## src/rtl/riscv_pkg.sv

```systemverilog
// ============================================================================
// Module   : riscv_pkg
// Brief    : Shared types and defaults for the instruction fetch stage.
// Revision : 1.0
// ============================================================================
`default_nettype none

package riscv_pkg;

  typedef enum logic [1:0] {
    FETCH = 2'b00,
    HOLD  = 2'b01,
    FAULT = 2'b10
  } fetch_state_t;

  localparam int          C_INSTR_WIDTH = 32;
  localparam int          C_PC_STEP     = 4;
  localparam logic [63:0] C_RESET_PC    = 64'h0;
  localparam int          C_COUNT_WIDTH = 32;

endpackage

`default_nettype wire

```

## src/rtl/pc_register.sv

```systemverilog
// ============================================================================
// Module   : pc_register
// Brief    : Program counter with load-over-increment priority and wraparound.
// Revision : 1.0
// ============================================================================
`default_nettype none

module pc_register #(
  parameter int                  WORDSIZE = 64,
  parameter logic [WORDSIZE-1:0] RESET_PC = '0,
  parameter int                  PC_STEP  = 4
) (
  input  logic                clk,
  input  logic                rst,
  input  logic                load_en,
  input  logic [WORDSIZE-1:0] load_value,
  input  logic                inc_en,
  output logic [WORDSIZE-1:0] pc
);

  localparam logic [WORDSIZE-1:0] C_STEP = WORDSIZE'(PC_STEP);

  logic [WORDSIZE-1:0] r_pc;

  // Increment is modulo 2^WORDSIZE by plain truncation of the sum.
  always_ff @(posedge clk or posedge rst) begin
    if (rst) begin
      r_pc <= RESET_PC;
    end else if (load_en) begin
      r_pc <= load_value;
    end else if (inc_en) begin
      r_pc <= r_pc + C_STEP;
    end
  end

  assign pc = r_pc;

endmodule

`default_nettype wire

```

## src/rtl/instruction_fetch.sv

```systemverilog
// ============================================================================
// Module   : instruction_fetch
// Brief    : Fetch stage: PC, imem req/ready, instr valid/ready, redirects.
// Revision : 1.0
// ============================================================================
`default_nettype none

module instruction_fetch
  import riscv_pkg::*;
#(
  parameter int                  WORDSIZE    = 64,
  parameter int                  INSTR_WIDTH = C_INSTR_WIDTH,
  parameter logic [WORDSIZE-1:0] RESET_PC    = WORDSIZE'(C_RESET_PC),
  parameter int                  PC_STEP     = C_PC_STEP
) (
  input  logic                     clk,
  input  logic                     rst,
  output logic [WORDSIZE-1:0]      imem_addr,
  output logic                     imem_req,
  input  logic                     imem_ready,
  input  logic [INSTR_WIDTH-1:0]   imem_data,
  input  logic                     branch_taken,
  input  logic [WORDSIZE-1:0]      branch_target,
  input  logic                     stall,
  output logic [INSTR_WIDTH-1:0]   instr,
  output logic [WORDSIZE-1:0]      instr_pc,
  output logic                     instr_valid,
  input  logic                     instr_ready,
  output logic                     fetch_fault,
  output logic [C_COUNT_WIDTH-1:0] instr_count
);

  fetch_state_t             r_state;
  fetch_state_t             w_state_next;
  logic [WORDSIZE-1:0]      w_pc;
  logic [INSTR_WIDTH-1:0]   r_instr;
  logic [WORDSIZE-1:0]      r_instr_pc;
  logic                     r_fault;
  logic [C_COUNT_WIDTH-1:0] r_count;

  logic w_redirect;
  logic w_aligned;
  logic w_capture;
  logic w_accept;

  assign w_redirect = branch_taken && (r_state != FAULT);
  assign w_aligned  = (branch_target[1:0] == 2'b00);
  assign imem_req   = !rst && (r_state == FETCH) && !stall;
  // A redirect in the same cycle as a response throws the response away.
  assign w_capture  = imem_req && imem_ready && !branch_taken;
  assign w_accept   = (r_state == HOLD) && instr_ready && !stall && !branch_taken;

  pc_register #(
    .WORDSIZE (WORDSIZE),
    .RESET_PC (RESET_PC),
    .PC_STEP  (PC_STEP)
  ) u_pc (
    .clk        (clk),
    .rst        (rst),
    .load_en    (w_redirect && w_aligned),
    .load_value (branch_target),
    .inc_en     (w_capture),
    .pc         (w_pc)
  );

  always_comb begin
    w_state_next = r_state;
    if (w_redirect) begin
      w_state_next = w_aligned ? FETCH : FAULT;
    end else if (w_capture) begin
      w_state_next = HOLD;
    end else if (w_accept) begin
      w_state_next = FETCH;
    end
  end

  always_ff @(posedge clk or posedge rst) begin
    if (rst) begin
      r_state    <= FETCH;
      r_instr    <= '0;
      r_instr_pc <= '0;
      r_fault    <= 1'b0;
      r_count    <= '0;
    end else begin
      r_state <= w_state_next;
      if (w_capture) begin
        r_instr    <= imem_data;
        r_instr_pc <= w_pc;
      end
      if (w_accept) begin
        r_count <= r_count + 1'b1;
      end
      if (w_redirect && !w_aligned) begin
        r_fault <= 1'b1;
      end
    end
  end

  assign imem_addr   = w_pc;
  assign instr       = r_instr;
  assign instr_pc    = r_instr_pc;
  assign instr_valid = (r_state == HOLD);
  assign fetch_fault = r_fault;
  assign instr_count = r_count;

endmodule

`default_nettype wire

```

## config.mk

```make
export PLATFORM = sky130hd
export DESIGN_NAME = instruction_fetch
export DESIGN_NICKNAME = d
export VERILOG_FILES = /design/src/rtl/riscv_pkg.sv /design/src/rtl/pc_register.sv /design/src/rtl/instruction_fetch.sv
export SDC_FILE = /design/constraint.sdc
export NUM_CORES = 1
export LEC_CHECK = 0
export ABC_AREA = 0
export CAP_MARGIN = 20
export CORE_MARGIN = 5
export CORE_UTILIZATION = 30
export CTS_BUF_LIST = sky130_fd_sc_hd__clkbuf_8
export CTS_CLUSTER_SIZE = 24
export DETAILED_ROUTE_END_ITERATION = 10
export GPL_TIMING_DRIVEN = 0
export HOLD_SLACK_MARGIN = 0.05
export PLACE_DENSITY = 0.62
export REMOVE_ABC_BUFFERS = 1
export SLEW_MARGIN = 20
export SYNTH_ARGS = -nofsm -noshare
export SYNTH_HDL_FRONTEND = slang
export SYNTH_SLANG_ARGS = --single-unit
```

## constraint.sdc

```tcl
create_clock -name clk -period 10.4 [get_ports clk]
set_input_delay 2.08 -clock clk [delete_from_list [all_inputs] [get_ports clk]]
set_output_delay 2.08 -clock clk [all_outputs]
set_load 0.005 [all_outputs]
```

==> results.cfg, run 1 <==
[outcome]
outcome = completed

[placement]
gp_congestion = 0.7579
numPortBuffers = 296
place_inst = 1622
dp_hpwl_um = 21510

[grt]
antenna_found_initial = 2
grt_pass1_wl_um = 47020
grt_pass1_vias = 8157
globalRoute.totalOverflow = 0
grt_usage = 0.1772
grt_max_degree = 77

[die]
die_area_um2 = 33080
core-area_um2 = 29400
num_rows = 63
fp.dieH_um = 181.9
start_util = 0.3014
die_w_um = 181.9
io_pins = 297

[cells_and_area]
layout.nets = 1355
layout_commonest_cell = nand2_1
fin_util = 0.4372
stdcell_count = 1654
drive_gt1_frac = 0.05067
area_growth_pct = 45.04
layout_common_cells = nand2_1 (335), clkdlybuf4s50_1 (296), dfrtp_1 (195)

[timing]
slew_violations = 0
fin_crit_sh = 0.5746
fin_skew_ps = 17.79
clock.fmax_mhz = 167.3
period_needed_ps = 5976
max_slew_margin = 0.3453
hold_violations = 0
rsz0062_at_grt = false
finalSetupTns_ps = 0
fin_hold_ws_ps = 479.7
setup_viol = 0
worst_slew_pin_slew_ps = 973.1

[clocking]
root_buffer = clkbuf_8
clock_sinks = 195
post-cts-setup-buffers = 0
ctsResizeCount = 0
numCtsBuffers = 17
htree_levels = 4
cts_tree = built
clkLatencyLatePin_ps = 480
hold_buffers = 0
clk_pin_slew_ps = 90
cts.path.max_buffers = 2

[yosys]
synth-edff-count = 0
syn-instance-count = 972
synthArstFlopShare = 1.000
synth_cell_types = 54
ys_seq_area_frac = 0.5506
ys_ff_latch = 195
yosysWarnings = 0
synth_area_per_cell_um2 = 9.118
synth-main-ff-cell = dfrtp_1
netlist_area_um2 = 8862

[setup_path]
criticalPathCategory = input pin to output port
start_kind = input pin
critPathRequiredTime_ps = 8320
worstPathArrival_ps = 3900
cp_max_fo = 3
critPathCaptureType = output port

[drt]
dr.pass1.iters = 4
drc = 0
drtIter0Drc = 378
wl_per_cell_um = 17.90
vias = 7954
wl_um = 29610
drtAntennaViolNets = 0
routed_via_density = 4.809

[power]
clkPwrFrac = 0.352
power_leakage_nw = 5.584
p_sw_frac = 0.2576
combPwrFrac = 0.128
power.total_w = 0.001656
powerDensity_nw_per_um2 = 128.8
ir_drop_mv = 0.07148
p_int_w = 0.001229
p_switching_w = 0.0004266
seq_power_share = 0.521

[job]
cap_violations = 0

[min_path]
hp-class = flip-flop to flip-flop
==> through the flow <==
step	area, µm²	setup slack [ps]
floorplan	8652	2482
global placement	12100	-2408
detailed placement	12390	4422
CTS	12850	4412
global route	12850	4366
finish	12850	4424
==> cells in the mapped netlist, drive strengths merged (5+ instances only) <==
master	n	share of area
or3	5	0.0042
a21oi	10	0.0056
nor4	16	0.013
a22oi	6	0.0051
o211ai	18	0.015
nand2	335	0.14
dfrtp	195	0.55
and3	17	0.012
nor3	21	0.012
nor2	41	0.017
or4	6	0.0055
clkbuf	42	0.020
o21ai	39	0.022
nand4	35	0.026
o311ai	13	0.013
buf	5	0.0035
xnor2	41	0.041
xor2	9	0.0089
inv	22	0.0093
nand3	47	0.028
==> kinds of logic after synthesis <==
logic type | share of synthesized area
muxes | 0.004518
DFF | 0.5506
adders and majority gates | 0.002823
and+or+nand+nor | 0.2749
AOI/OAI and AO/OA | 0.08471
buffers and inverters | 0.03304
xor gates and xnor gates | 0.04941
==> power by group through the flow <==
stage                logic, W  clock network, W  registers (W)
finish               0.000212          0.000582       0.000862
detailed placement   0.000215                 0       0.000878
CTS                  0.000216          0.000604       0.000863
global route         0.000232          0.000634       0.000872
global placement     0.000209                 0       0.000876
floorplan           0.0000603                 0       0.000866
==> layout make-up <==
class / instances / area (µm²)
diodes: 1 / 2.502
clock buffers: 18 / 247.7
clock inverters: 13 / 209.0
fillers: 2841 / 16550
inverters: 22 / 90.09
multi-input cells: 708 / 3717
flip-flops and latches: 195 / 4880
well taps: 390 / 488.0
repair buffers: 307 / 3219
==> registers in the layout (all words and copies together), names as in the netlist <==
name         cells
instr_count     32
r_state          2
u_pc.pc         64
instr           32
instr_pc        64
fetch_fault      1
==> layer usage <==
layer  global-route usage  vias up  routed length [µm]
met2               0.2838      228               13700
met4              0.04383        4                 504
met5                    0        -                  34
li1                     -     3872                   -
met3              0.05248       32                1894
met1               0.2367     3818               13490
==> final timing paths <==
| path | slack (ps) | startpoint | cells past startpoint | to |
|---|---|---|---|---|
| worst max register to register | 7030 | r_state[1] | 8 | u_pc.pc[44] |
| worst max-delay path | 4420 | rst | 4 | imem_req |
| min in group asynchronous | 2020 | rst | 2 | instr_pc[1] |
| worst min-delay path | 480 | instr_pc[0] | 2 | instr_pc[0] |
| max in group asynchronous | 7610 | rst | 3 | u_pc.pc[31] |
| worst min register to register | 480 | instr_pc[0] | 2 | instr_pc[0] |
==> worst max-delay path: stages <==
cell and delay [ps]:
clkdlybuf4s50_1 500, or4_1 600, inv_1 160, clkdlybuf4s50_1 550
No activity file was read; power rests on OpenSTA's default activity.
==> inputs of run 2 (changes only) <==
--- a/config.mk
+++ b/config.mk
@@ -14,7 +14,7 @@
 export DETAILED_ROUTE_END_ITERATION = 10
 export GPL_TIMING_DRIVEN = 0
 export HOLD_SLACK_MARGIN = 0.05
-export PLACE_DENSITY = 0.62
+export PLACE_DENSITY = 0.64
 export REMOVE_ABC_BUFFERS = 1
 export SLEW_MARGIN = 20
 export SYNTH_ARGS = -nofsm -noshare
==> constraint.sdc (replaced) <==
create_clock -name clk -period 4.95 [get_ports clk]
set_input_delay 0.99 -clock clk [delete_from_list [all_inputs] [get_ports clk]]
set_output_delay 0.99 -clock clk [all_outputs]
set_load 0.005 [all_outputs]
==> run 2 against run 1 <==
Net effect:
- wire length grew 0.12%
- clock skew fell by 1.2 ps
- critical endpoint is now u_pc.pc[60]
- worst setup slack worse by 3600 ps
- worst hold slack worse by 0.53 ps
- total power is 97% higher
- register-to-register slack worse by 5700 ps
- utilization shrank 0.40 points
- highest routed layer unchanged
- critical path type is now input pin to flip-flop
- first-iteration DRC count grew 2.6%
- flip-flop and latch count did not move
==> results.cfg, run 2 (synthesized netlist as in run 1, its figures left out) <==
[timing]
setup_viol = 0
worst_slew_pin_slew_ps = 807.7
clock.fmax_mhz = 239.6
fin_skew_ps = 16.56
hold_violations = 0
max_slew_margin = 0.4609
rsz0062_at_grt = false
slew_violations = 0
period_needed_ps = 4174
fin_crit_sh = 0.8432

[setup_path]
worstReg2RegStart = r_state[1]
path_cells = clkdlybuf4s50_1 -> or4_1 -> nor2_4 -> buf_16 -> buf_12 -> nand4_1 -> buf_6 -> nor4b_1 -> xnor2_1 -> o21ai_0
critPathCaptureType = flip-flop
start_kind = input pin
reg2reg_depth = 9
r2r-end = u_pc.pc[60]
max_stage_delay_ps = 610
critPathRequiredTime_ps = 5310
cp_max_fo = 28
criticalPathCategory = input pin to flip-flop
critPathBufInv = 4
critical_path.slowest_cell = or4_1
worstPathArrival_ps = 4530
regToRegSetupSlack_ps = 1350
crit_family = simple AND/OR/NAND/NOR gates
timing.critical_path.from = rst

[clocking]
numCtsBuffers = 17
ctsResizeCount = 0
cts_tree = built
clk_pin_slew_ps = 100
htree_levels = 4
hold_buffers = 0
clkLatencyLatePin_ps = 470
cts.path.max_buffers = 2
post-cts-setup-buffers = 0
root_buffer = clkbuf_8
clock_sinks = 195

[power]
power_leakage_nw = 5.538
ir_drop_mv = 0.1274
powerDensity_nw_per_um2 = 256.4

[grt]
grt_usage = 0.1784
grt_pass1_wl_um = 47320
grt_pass1_vias = 8160
grt_max_degree = 100
antenna_found_initial = 3
globalRoute.totalOverflow = 0

[die]
num_rows = 63
io_pins = 297
start_util = 0.3014
core-area_um2 = 29400
fp.dieH_um = 181.9
die_area_um2 = 33080
die_w_um = 181.9

[min_path]
hold_depth = 2
min_delay_worst_endpoint = instr_pc[34]
holdCritStartpoint = instr_pc[34]
hp-class = flip-flop to flip-flop

[cells_and_area]
stdcell_count = 1653
area_growth_pct = 43.71
fillers = 2872
fin_util = 0.4332
layout_common_cells = nand2_1 (335), clkdlybuf4s50_1 (296), dfrtp_1 (195)
layout_commonest_cell = nand2_1
drive_gt1_frac = 0.04988
antenna_cells = 0
layout.nets = 1354

[drt]
drtAntennaViolNets = 0
routed_via_density = 4.853
wl_um = 29650
dr.pass1.iters = 7
drc = 0
drtIter0Drc = 388
wl_per_cell_um = 17.94
vias = 8022

[placement]
dp_hpwl_um = 21210
place_inst = 1621
numPortBuffers = 296
gp_congestion = 0.7520

[job]
cap_violations = 0

[outcome]
outcome = completed
run 2: worst register-to-register path: stages (launching register included):
cell and delay (ps):
dfrtp_1 440, or4_1 620, nor2_4 430, buf_16 220, buf_12 190, nand4_1 570, buf_6 390, nor4b_1 380
xnor2_1 160, o21ai_0 80
run 2: how the worst max path moves through the flow:
stage	endpoint	cells past startpoint
after CTS	u_pc.pc[56]	10
after floorplan	u_pc.pc[60]	6
after global routing	u_pc.pc[56]	10
final	u_pc.pc[60]	10
after detailed placement	u_pc.pc[60]	10
after global placement	u_pc.pc[48]	7
run 2: final cells by class:
cell class / instances / area (µm²) / area share
inverter: 22 / 90.09 / 0.007073
multi-input combinational: 708 / 3724 / 0.2924
tap: 390 / 488.0 / 0.03831
sequential: 195 / 4880 / 0.3831
clock inverter: 14 / 115.1 / 0.009038
clock buffer: 18 / 247.7 / 0.01945
timing repair buffer: 306 / 3192 / 0.2506
run 2: power by group:
part | internal, W | switching [W] | total [W]
Sequential | 0.00168 | 0.000132 | 0.00181
Clock | 0.000409 | 0.000600 | 0.00101
Combinational | 0.000285 | 0.000157 | 0.000442
run 2: per-layer routing:
metal	GRT usage	share of wire	up-vias	wire length [µm]
li1	-	-	3869	-
met1	0.2431	0.45	3867	13420
met2	0.2806	0.46	245	13640
met3	0.05589	0.070	35	2085
met4	0.03903	0.015	6	454
met5	0	0.0018	-	54
run 2: per-stage QoR:
step	hold WS (ps)	power [W]	worst slack [ps]	instance area [µm²]	TNS, ps
detailed placement	459.0	0.002295	270.8	12370	0
finish	479.1	0.003266	776.3	12740	0
global placement	452.1	0.002282	-6588	12100	-1363490
floorplan	466.3	0.001945	-1878	8652	-303420
global route	501.5	0.003443	606.6	12740	0
CTS	484.7	0.003322	799.0	12730	0
==> inputs of run 3 (changes only) <==
--- a/config.mk
+++ b/config.mk
@@ -14,7 +14,7 @@
 export DETAILED_ROUTE_END_ITERATION = 10
 export GPL_TIMING_DRIVEN = 0
 export HOLD_SLACK_MARGIN = 0.05
-export PLACE_DENSITY = 0.64
+export PLACE_DENSITY = 0.62
 export REMOVE_ABC_BUFFERS = 1
 export SLEW_MARGIN = 20
 export SYNTH_ARGS = -nofsm -noshare
==> constraint.sdc (replaced) <==
create_clock -name clk -period 4 [get_ports clk]
set_input_delay 0.8 -clock clk [delete_from_list [all_inputs] [get_ports clk]]
set_output_delay 0.8 -clock clk [all_outputs]
set_load 0.005 [all_outputs]
==> run 3 against run 2 <==
Net effect:
- global-route usage fell by 0.12 points
- design area rose by 1.0%
- critical path depth fell by 6
==> results.cfg, run 3 (synthesized netlist as in run 1, its figures left out) <==
[timing]
worst_slew_pin_slew_ps = 986.0
hold_violations = 0
fin_crit_sh = 0.8540
fin_hold_ws_ps = 479.7
fin_skew_ps = 17.66
rsz0062_at_grt = false
setup_viol = 0
period_needed_ps = 3416
clock.fmax_mhz = 292.7
max_slew_margin = 0.3366
slew_violations = 0

[power]
seq_power_share = 0.520
clkPwrFrac = 0.352
combPwrFrac = 0.128
p_switching_w = 0.001113
power_leakage_nw = 5.593
p_int_w = 0.003197
ir_drop_mv = 0.1894
p_sw_frac = 0.2583
powerDensity_nw_per_um2 = 334.9

[die]
start_util = 0.3014
core-area_um2 = 29400
num_rows = 63
io_pins = 297
die_area_um2 = 33080
die_w_um = 181.9
fp.dieH_um = 181.9

[clocking]
cts_tree = built
clock_sinks = 195
numCtsBuffers = 17
cts.path.max_buffers = 2
clk_pin_slew_ps = 90
clkLatencyLatePin_ps = 480
root_buffer = clkbuf_8
htree_levels = 4
ctsResizeCount = 0
hold_buffers = 0

[min_path]
hp-class = flip-flop to flip-flop
holdCritStartpoint = instr_pc[0]

[outcome]
outcome = completed

[drt]
routed_via_density = 4.815
vias = 7974
wl_um = 29680
drtIter0Drc = 394
dr.pass1.iters = 4
wl_per_cell_um = 17.92
drtAntennaViolNets = 0
drc = 0

[placement]
numPortBuffers = 296
dp_hpwl_um = 21510
gp_congestion = 0.7579
placed_area_um2 = 12390

[job]
cap_violations = 0

[grt]
grt_max_degree = 77
grt_pass1_vias = 8157
grt_usage = 0.1772
grt_pass1_wl_um = 47020
globalRoute.totalOverflow = 0
antenna_found_initial = 2

[setup_path]
critical_path.slowest_cell = or4_1
path_cells = clkdlybuf4s50_1 -> or4_1 -> inv_1 -> clkdlybuf4s50_1
criticalPathCategory = input pin to output port
worstReg2RegStart = r_state[1]
path_common_cell = clkdlybuf4s50_1
critPathCaptureType = output port
critPathRequiredTime_ps = 3200
crit_family = buffers and inverters
critPathBufInv = 3
cp_max_fo = 3
start_kind = input pin
worstPathArrival_ps = 2620
timing.critical_path.from = rst
max_stage_delay_ps = 600

[cells_and_area]
fillers = 2842
regArea_um2 = 4880
drive_gt1_frac = 0.05217
area_growth_pct = 45.21
fin_util = 0.4377
layout_common_cells = nand2_1 (335), clkdlybuf4s50_1 (296), dfrtp_1 (195)
layout_commonest_cell = nand2_1
multi_input_area_um2 = 3717
layout.nets = 1357
finalInstanceArea_um2 = 12870
run 3: cell types whose count changed in the layout (fill, tap and decap cells not counted), sizes merged:
cell / before / now
bufinv: 1 / 5
inv: 27 / 24
diode: 0 / 1
buf: 10 / 13
clkinv: 6 / 4
run 3: through the flow:
stage	std cells	power [W]	worst slack (ps)	TNS, ps
floorplan	925	0.002407	-2638	-540610
global placement	1611	0.002821	-7528	-1657440
detailed placement	1622	0.002840	-310.7	-1456
CTS	1653	0.004376	216.8	0
global route	1655	0.004520	525.6	0
finish	1656	0.004310	583.9	0
run 3: power by group through the flow:
stage	Sequential, W	Combinational, W	Clock (W)
floorplan	0.00225	0.000157	0
global route	0.00227	0.000604	0.00165
finish	0.00224	0.000550	0.00152
detailed placement	0.00228	0.000559	0
global placement	0.00228	0.000543	0
CTS	0.00224	0.000563	0.00157
run 3: area by class of cell:
cell class | instances | share of cell area
Multi-Input combinational cell | 708 | 0.2889
Clock inverter | 13 | 0.01624
Antenna cell | 1 | 0.0001945
Tap cell | 390 | 0.03792
Sequential cell | 195 | 0.3792
Timing Repair Buffer | 309 | 0.2513
Clock buffer | 18 | 0.01925
Inverter | 22 | 0.007000
run 3: worst paths after layout:
kind                                to  slack [ps]  cells after the start
setup / recovery              imem_req         580                      4
hold / removal             instr_pc[0]         480                      2
setup reg to reg           u_pc.pc[60]        1090                      8
hold reg to reg            instr_pc[0]         480                      2
max in group asynchronous  u_pc.pc[31]        2490                      3
min in group asynchronous  instr_pc[1]         740                      2
run 3: timing repair:
item | 4_1_cts | 5_1_grt
buffers inserted | 0 | 2
setup endpoints to repair | 0 | 1
endpoints found under the hold margin | 0 | 0
run 3: worst register-to-register path, cell delays in order (launching register included):
cell and delay (ps):
dfrtp_1 440, or4_1 620, nor2_4 410, buf_16 220
nand4_1 200, buf_4 240, nor4b_1 430, xnor2_1 160
o21ai_0 80
run 3: layer usage:
layer | track usage | vias up | share of wire
met5 | 0 | - | 0.0011
met4 | 0.04383 | 4 | 0.017
met3 | 0.05248 | 30 | 0.063
met2 | 0.2838 | 229 | 0.46
met1 | 0.2367 | 3836 | 0.46
li1 | - | 3875 | -
==> patch (flow settings as in run 3) <==
`C_INSTR_WIDTH`: 32 -> 48.
--- a/src/rtl/riscv_pkg.sv
+++ b/src/rtl/riscv_pkg.sv
@@ -13,7 +13,7 @@
     FAULT = 2'b10
   } fetch_state_t;
 
-  localparam int          C_INSTR_WIDTH = 32;
+  localparam int          C_INSTR_WIDTH = 48;
   localparam int          C_PC_STEP     = 4;
   localparam logic [63:0] C_RESET_PC    = 64'h0;
   localparam int          C_COUNT_WIDTH = 32;
Interface: changed (resized imem_data and instr); port bits go from 297 to 329. No check against the original RTL was run, so the function may have changed too.
==> patch against run 3 <==
  * Maximum frequency shrank 7.3%
  * Total power up 23%
  * Synthesized cell count grew 12%
  * Cell area increased by 13%
  * Area after synthesis is 9.8% higher
  * Wire length is 20% higher
  * Sequential cell count up 16
  * Setup slack worse by 0.27 ns
  * Largest cell class unchanged
  * Largest power group unchanged
==> patch: results (changes against run 3) <==
Run status
  • Run status: completed

CTS
  • Number of H-tree levels: 2 (-2)
  • Clock slew seen by the registers of the worst setup and hold paths: 0.06 ns (-0.03 ns)
  • Inserted Clock Buffers: 40 (+23)
  • Maximum number of buffers from clock root to sink: 3 (+1)

Global route
  • Vias in the first global route: 9,660 (+18%)
  • Gr usage total: 0.194 (+0.0164)
  • Pin count of the biggest net entering global routing: 84 (+9.1%)
  • First-pass GRT wire length: 56.0 mm (+19%)
  • Number of antenna violations at the first check in global routing: 1 (-1)

Synth
  • Post-synthesis sequential element count: 211 (+8.2%)
  • Top cell types by occurrence after synthesis: nand2_1 (383), dfrtp_1 (211), nand3_1 (61)
  • Count of mapped cells out of synthesis: 1,090 (+12%)
  • Sequential share of the synthesized area: 0.543 (-0.00799)
  • Synth area leaders: dfrtp_1 (54%), nand2_1 (15%), nand3_1 (3.1%)
  • Count of different cell masters after synthesis: 58 (+7.4%)

Detailed routing
  • Drt via density: 4.97 (+3.1%)
  • Detailed router's first-iteration violation count: 581 (+47%)
  • Drt pass-1 iters: 5 (+1)
  • Via count: 9,351 (+17%)
  • Final wirelength: 35.6 mm (+20%)

Setup path
  • Data arrival time of the worst path: 4.13 ns (+1.51 ns)
  • Worst-case register-to-register setup slack: 0.65 ns (-0.44 ns)
  • Reg-to-Reg Start: r_state[0]
  • R2R depth: 6 (-2)
  • Critical path capture point: u_pc.pc[50]

Finish
  • Sequential share of cell area: 0.364 (-0.0150)
  • Layout cells sized above 1: 0.0659 (+0.0138)
  • Inverter count of the layout excluding clock inverters: 13 (-41%)
  • Layout fillers: 3,152 (+11%)
  • Clock buf count: 52 (+34)
  • Number of signal-net buffers in the layout: 345 (+12%)
  • Post-layout net count: 1,534 (+13%)
  • NonClk Buf Share: 0.248 (-0.00367)
  • Multi-input combinational area share: 0.290 (+0.00126)
  • Number of multi-input logic gates: 803 (+13%)
  • Clock buffer and inverter area fraction after layout: 0.0560 (+0.0205)

Timing
  • Largest clock skew in the final design: 0.0173 ns (-0.000336 ns)
  • Slew headroom: 0.419 (+0.0821)
  • Hold slack final: 0.470 ns (-0.00933 ns)

Place
  • Placed instance count: 1,814 (+12%)
  • Buffers added on ports: 328 (+11%)
  • Detailed-placement wirelength estimate: 25.6 mm (+19%)
  • Pre-CTS setup slack: -0.244 ns (+0.0665 ns)
  • RD Place Congestion: 0.797 (+5.2%)

Power and ir drop
  • Total power divided by cell area: 366 nW/um^2 (+9.3%)
  • Max VDD drop: 0.000211 V (+12%)
  • Total leakage power: 0.00648 uW (+16%)

Floorplanning
  • Effective utilization at floorplan: 0.301 (about the same)

Hold path
  • Launch instance of the worst min-delay path: instr_pc[49]
  • WHS Endpoint: instr_pc[49]
patch: power by group:
| group | total, uW | internal (uW) | switching [uW] |
|---|---|---|---|
| sequential | 2490 | 2270 | 219 |
| clock | 2150 | 1220 | 929 |
| combinational | 667 | 425 | 242 |
| total | 5310 | 3920 | 1390 |
patch: cells by family (layout without fill, tap and decap cells):
group,Yosys count,in the layout,share of synthesized area
compound gates,120,120,0.0850
xor+xnor,37,37,0.0333
fa+ha+maj,2,2,0.00257
buf+inv,76,427,0.0297
flops,211,211,0.543
mux,4,4,0.00424
simple gates,640,640,0.303
patch: metal layers:
layer / share of wire / GRT usage
met5: 0.00037 / 0
met4: 0.026 / 0.0573
met3: 0.084 / 0.0580
met2: 0.45 / 0.305
met1: 0.44 / 0.259
patch: critical path, cell delays in order:
cell and delay [ns]:
clkdlybuf4s50_1 0.51, or4_1 0.73, nor2_4 0.59, buf_16 0.23
nand3_1 0.43, or4_1 0.64, a31oi_1 0.17
